`src/rtl/regfile_mp.sv`:
```
// Multi-port register file for the decode stage.
// Registered read ports with same-cycle write bypass, two write ports (port 1 wins
// on an index collision), an optional hardwired-zero register, and a clear engine
// that walks every register to zero over DEPTH cycles.
module regfile_mp #(
  parameter int WIDTH    = 32,
  parameter int DEPTH    = 32,
  parameter int NRD      = 2,
  parameter int ZERO_REG = 1
) (
  input  logic                         clk,
  input  logic                         rst_n,
  input  logic                         rd_en,
  input  logic [NRD*$clog2(DEPTH)-1:0] rd_index,
  output logic [NRD*WIDTH-1:0]         rd_out,
  input  logic                         wr0_en,
  input  logic [$clog2(DEPTH)-1:0]     wr0_index,
  input  logic [WIDTH-1:0]             wr0_data,
  input  logic                         wr1_en,
  input  logic [$clog2(DEPTH)-1:0]     wr1_index,
  input  logic [WIDTH-1:0]             wr1_data,
  input  logic                         clr_req,
  output logic                         busy,
  output logic                         clr_done
);

  localparam int AW = $clog2(DEPTH);
  localparam logic [AW-1:0] LAST_IDX = AW'(DEPTH - 1);

  localparam logic [0:0] ST_IDLE  = 1'b0;
  localparam logic [0:0] ST_CLEAR = 1'b1;

  logic [WIDTH-1:0]     regs_q [DEPTH];
  logic [WIDTH-1:0]     regs_d [DEPTH];
  logic [NRD*WIDTH-1:0] rd_out_q, rd_out_d;
  logic [AW-1:0]        cnt_q, cnt_d;
  logic [0:0]           state_q, state_d;

  assign busy     = (state_q == ST_CLEAR);
  // The final clear cycle is the one where the engine is active on the last index.
  assign clr_done = busy && (cnt_q == LAST_IDX);
  assign rd_out   = rd_out_q;

  // Clear-engine sequencing: start only from IDLE, exit after the last index.
  always_comb begin
    state_d = state_q;
    cnt_d   = cnt_q;
    if (state_q == ST_IDLE) begin
      if (clr_req) begin
        state_d = ST_CLEAR;
        cnt_d   = '0;
      end
    end else begin
      if (cnt_q == LAST_IDX) begin
        state_d = ST_IDLE;
        cnt_d   = '0;
      end else begin
        cnt_d = cnt_q + AW'(1);
      end
    end
  end

  // Next register contents: clear engine owns the array while busy, else the write ports.
  always_comb begin
    regs_d = regs_q;
    if (busy) begin
      regs_d[cnt_q] = '0;
    end else begin
      if (wr0_en) regs_d[wr0_index] = wr0_data;
      // Port 1 applied last so it overrides port 0 on the same index.
      if (wr1_en) regs_d[wr1_index] = wr1_data;
    end
    if (ZERO_REG != 0) regs_d[0] = '0;
  end

  // Read data with bypass: zero register, then wr1 hit, then wr0 hit, then stored value.
  always_comb begin
    logic [AW-1:0]    ridx;
    logic [WIDTH-1:0] rval;
    rd_out_d = rd_out_q;
    ridx     = '0;
    rval     = '0;
    if (rd_en && !busy) begin
      for (int p = 0; p < NRD; p++) begin
        ridx = rd_index[p*AW +: AW];
        rval = regs_q[ridx];
        if (wr0_en && (wr0_index == ridx)) rval = wr0_data;
        if (wr1_en && (wr1_index == ridx)) rval = wr1_data;
        if ((ZERO_REG != 0) && (ridx == '0)) rval = '0;
        rd_out_d[p*WIDTH +: WIDTH] = rval;
      end
    end
  end

  // State, counter, read data and register array; reset clears everything at once.
  always_ff @(posedge clk or negedge rst_n) begin
    if (!rst_n) begin
      state_q  <= ST_IDLE;
      cnt_q    <= '0;
      rd_out_q <= '0;
      for (int i = 0; i < DEPTH; i++) regs_q[i] <= '0;
    end else begin
      state_q  <= state_d;
      cnt_q    <= cnt_d;
      rd_out_q <= rd_out_d;
      regs_q   <= regs_d;
    end
  end

endmodule

```
`config.mk`:
```
export PLATFORM = sky130hd
export DESIGN_NAME = regfile_mp
export DESIGN_NICKNAME = d
export VERILOG_FILES = /design/src/rtl/regfile_mp.sv
export SDC_FILE = /design/constraint.sdc
export NUM_CORES = 2
export LEC_CHECK = 0
export CORE_UTILIZATION = 60
export DETAILED_ROUTE_END_ITERATION = 6
export GPL_ROUTABILITY_DRIVEN = 0
export PLACE_DENSITY = 0.77
export SYNTH_ARGS = -nofsm -noshare
export SYNTH_HDL_FRONTEND = slang
export SYNTH_SLANG_ARGS = --single-unit
```
`constraint.sdc`:
```
create_clock -name clk -period 5.1 [get_ports clk]
set_input_delay 1.275 -clock clk [delete_from_list [all_inputs] [get_ports clk]]
set_output_delay 1.275 -clock clk [all_outputs]
set_load 0.02 [all_outputs]
```
==> metrics.txt <==
prevailing post-synth register cell=dfrtp_1; final setup vio count=0; Post-Synthesis Cell Area=76100 sq um; via count=between 70k and 80k; ys async rst share=1.00; Tmin final=~4300 ps; Overflow after GRT=0; utilization after layout=0.664; First-pass DRT Iterations=7; worst clock skew=approximately 54 ps; Synth cell types=49; Clock Latency Late Sink=about 800 ps; htree depth=3; Mapped Avg Cell Area=9.78 sq um; Initial DRC Count=~14k; io pins=156; vias per inst=8.02; die area=128000 sq um; Post-CTS Resized=0; clock buffer depth=3; post-synthesis compound-gate area fraction=0.237; clock root cell=clkbuf_16; Critical Path RT=3830 ps; crit path DAT=between 3000 and 4000 ps; XOR/XNOR share of the synthesized area=0.00230; P per Cell Area=495 nW/um^2; # hold bufs at CTS=0; CP Capture Type=output pin; max-slew violations=2; mux contribution to synthesized area=0.275; crit start category=flop; Synth Area in Adders=0.000822; initial antenna violation count=14; RSZ-0062 raised after global routing=false; Yosys warnings=0; largest net degree at the start of global routing=200; total CTS buffers=120; first-pass GRT wire length=around 460000 um; Reg clk slew, reported paths=about 60 ps; DRT antenna net count=0; post-route clock period utilization=0.849; CTS tree=yes; cells after synthesis=7776; Critical Path Fanout Max=14; switching share of total power=0.407; DRC=17; PortBufs=155; Sequential Power Share=0.367; Net Sw Power=approximately 17 mW; main combinational cell family by area after synthesis=multiplexers; share of total power in combinational logic=0.412; sequential fraction of the synthesis area=0.349; total routed wirelength=320000 um; Core Area=around 130000 sq um; fin nets=7458; FMAX=231 MHz; flip-flop and latch count after synthesis=1062; Int Pwr=around 25 mW; routed len/inst=35.1 um; worst-margin pin slew=1530 ps; Filler Cell Count=9415; All-Layer GR Usage=0.488; outcome=finished, violations left; relative slew slack=-0.0202; Min Hold Slack=around 550 ps; maximum VDD drop=around 0.00056 V; DP Wirelength=between 150000 and 200000 um; die width=358 um; Worst Setup Path Type=flop to output pin; power share of the clock group=0.221; failing checks=design-rule violations, max-capacitance violations, max-slew violations; syn nets=between 7k and 8k; Post-CTS Setup Bufs=0; min-delay worst type=flop to flop; Area Overhead vs Synth=9.78%; clk sink count=1062; Post-Synth Simple-Gate Area=0.0777; final setup TNS=0 ps; Max-Cap Viols=1; vias in the first global route=69.2k; Final Hold Fails=0; DIE HEIGHT=between 300 and 400 um; number of flops mapped to enable cells by yosys=0; static leakage=38.4 nW; layout cells sized above 1=0.143; Starting Density=0.605; FP Rows=130
[cells by family (layout without fill, tap and decap cells)]
logic type / count (synthesis) / in the layout
other: 0 / 9
AND/OR/NAND/NOR: 1412 / 1412
multiplexers: 1693 / 1693
buffers and inverters: 1047 / 738
flip-flops: 1062 / 1062
AO/OA/AOI/OAI: 2537 / 2537
XOR/XNOR: 20 / 20
adder cells (fa/ha/maj): 5 / 5
[synthesized netlist by cell type, drive strengths merged (7+ instances only)]
cell type	count	area, sq um
a22oi	31	233
nor2b	80	500
clkbuf	724	2720
a221oi	64	561
o31ai	20	155
buf	287	1540
mux2i	1272	12700
mux4	308	6940
nand2b	19	119
a221o	64	641
nand3b	7	52.6
nand3	8	40.0
a2111oi	62	543
xnor2	12	105
nor4	38	238
dfrtp	1062	26600
inv	36	135
o22ai	138	863
xor2	8	70.1
or2	8	50.1
nor3b	8	60.1
a211o	49	429
mux2	113	1270
and3b	7	61.3
a31oi	25	156
nor3	80	400
a21oi	1013	5070
nand2	55	206
a22o	1056	9250
nor2	1090	4100
[state kept, by name (all words and copies together), names as in the netlist]
signal / cells
cnt_q: 5
rd_out: 64
busy: 1
regs_q: 992
[critical path, cell delays in order, from the launching register on]
cell	delay [ps]
dfrtp_1	870
and3_1	420
ha_1	250
and2_1	140
clkdlybuf4s50_1	600
[path summary, 6_finish.rpt]
check | start | end | slack, ps | cells past startpoint
max | cnt_q[2] | clr_done | 770 | 4
min reg2reg | regs_q[872] | regs_q[872] | 550 | 1
max reg2reg | busy | rd_out[7] | 1790 | 6
max in group asynchronous | rst_n | regs_q[257] | 3230 | 2
min | regs_q[872] | regs_q[872] | 550 | 1
min in group asynchronous | rst_n | regs_q[693] | 600 | 1
[routing by layer]
layer	vias up	global-route usage	part of all wire
li1	28600	-	-
met1	35200	0.614	0.34
met2	7377	0.654	0.40
met3	2003	0.236	0.18
met4	18	0.338	0.086
met5	-	0	0.00065
[power by group through the flow]
stage / registers (mW) / logic (mW) / clock network [mW]
after floorplan: 14.0 / 11.3 / 0
after global placement: 14.7 / 15.6 / 0
after detailed placement: 14.9 / 16.2 / 0
after CTS: 14.8 / 16.3 / 9.03
after global routing: 15.4 / 17.7 / 9.38
final: 15.2 / 17.0 / 9.14
[cells in the final DEF (no fill, tap or decap), types with 9 or more instances in the layout]
master | Yosys | layout
mux2i_1 | 1272 | 1272
nor2_1 | 1085 | 1071
dfrtp_1 | 1062 | 1062
a22o_1 | 1056 | 1056
a21oi_1 | 1013 | 1000
mux4_2 | 308 | 308
buf_4 | 52 | 254
clkdlybuf4s50_1 | 0 | 142
o22ai_1 | 138 | 138
clkbuf_16 | 0 | 121
mux2_2 | 113 | 113
nor2b_1 | 80 | 78
nor3_1 | 80 | 76
buf_12 | 0 | 69
a221oi_1 | 64 | 64
a221o_1 | 64 | 64
a2111oi_0 | 62 | 54
a211o_1 | 49 | 49
nand2_2 | 0 | 45
nor4_1 | 38 | 38
inv_1 | 35 | 35
clkbuf_1 | 723 | 32
a22oi_1 | 31 | 31
clkbuf_8 | 0 | 30
clkinv_2 | 0 | 26
o31ai_1 | 19 | 19
nor2_4 | 0 | 18
nand2b_1 | 19 | 17
a31oi_4 | 0 | 15
a21oi_4 | 0 | 13
xnor2_1 | 12 | 12
a31oi_1 | 25 | 10
diode_2 | 0 | 9
[through the flow]
stage	instance area [sq um]	power [mW]	std cells	worst slack, ps
after floorplan	76100	25.3	7776	1800
after global placement	79400	30.3	8890	434
after detailed placement	79500	31.2	8891	702
after CTS	83500	40.2	9117	789
after global routing	83500	42.5	9117	710
final	83500	41.3	9126	768
[layout make-up]
cell class | instances | area [sq um] | area share
timing repair buffer | 476 | 4830 | 0.0578
antenna | 9 | 22.5 | 0.000270
clock buffer | 183 | 3560 | 0.0426
inverter | 36 | 143 | 0.00171
tap | 1650 | 2060 | 0.0247
clock inverter | 43 | 472 | 0.00565
sequential | 1062 | 26600 | 0.318
multi-input combinational | 5667 | 45800 | 0.549
Power figures use the tool's default switching activity.
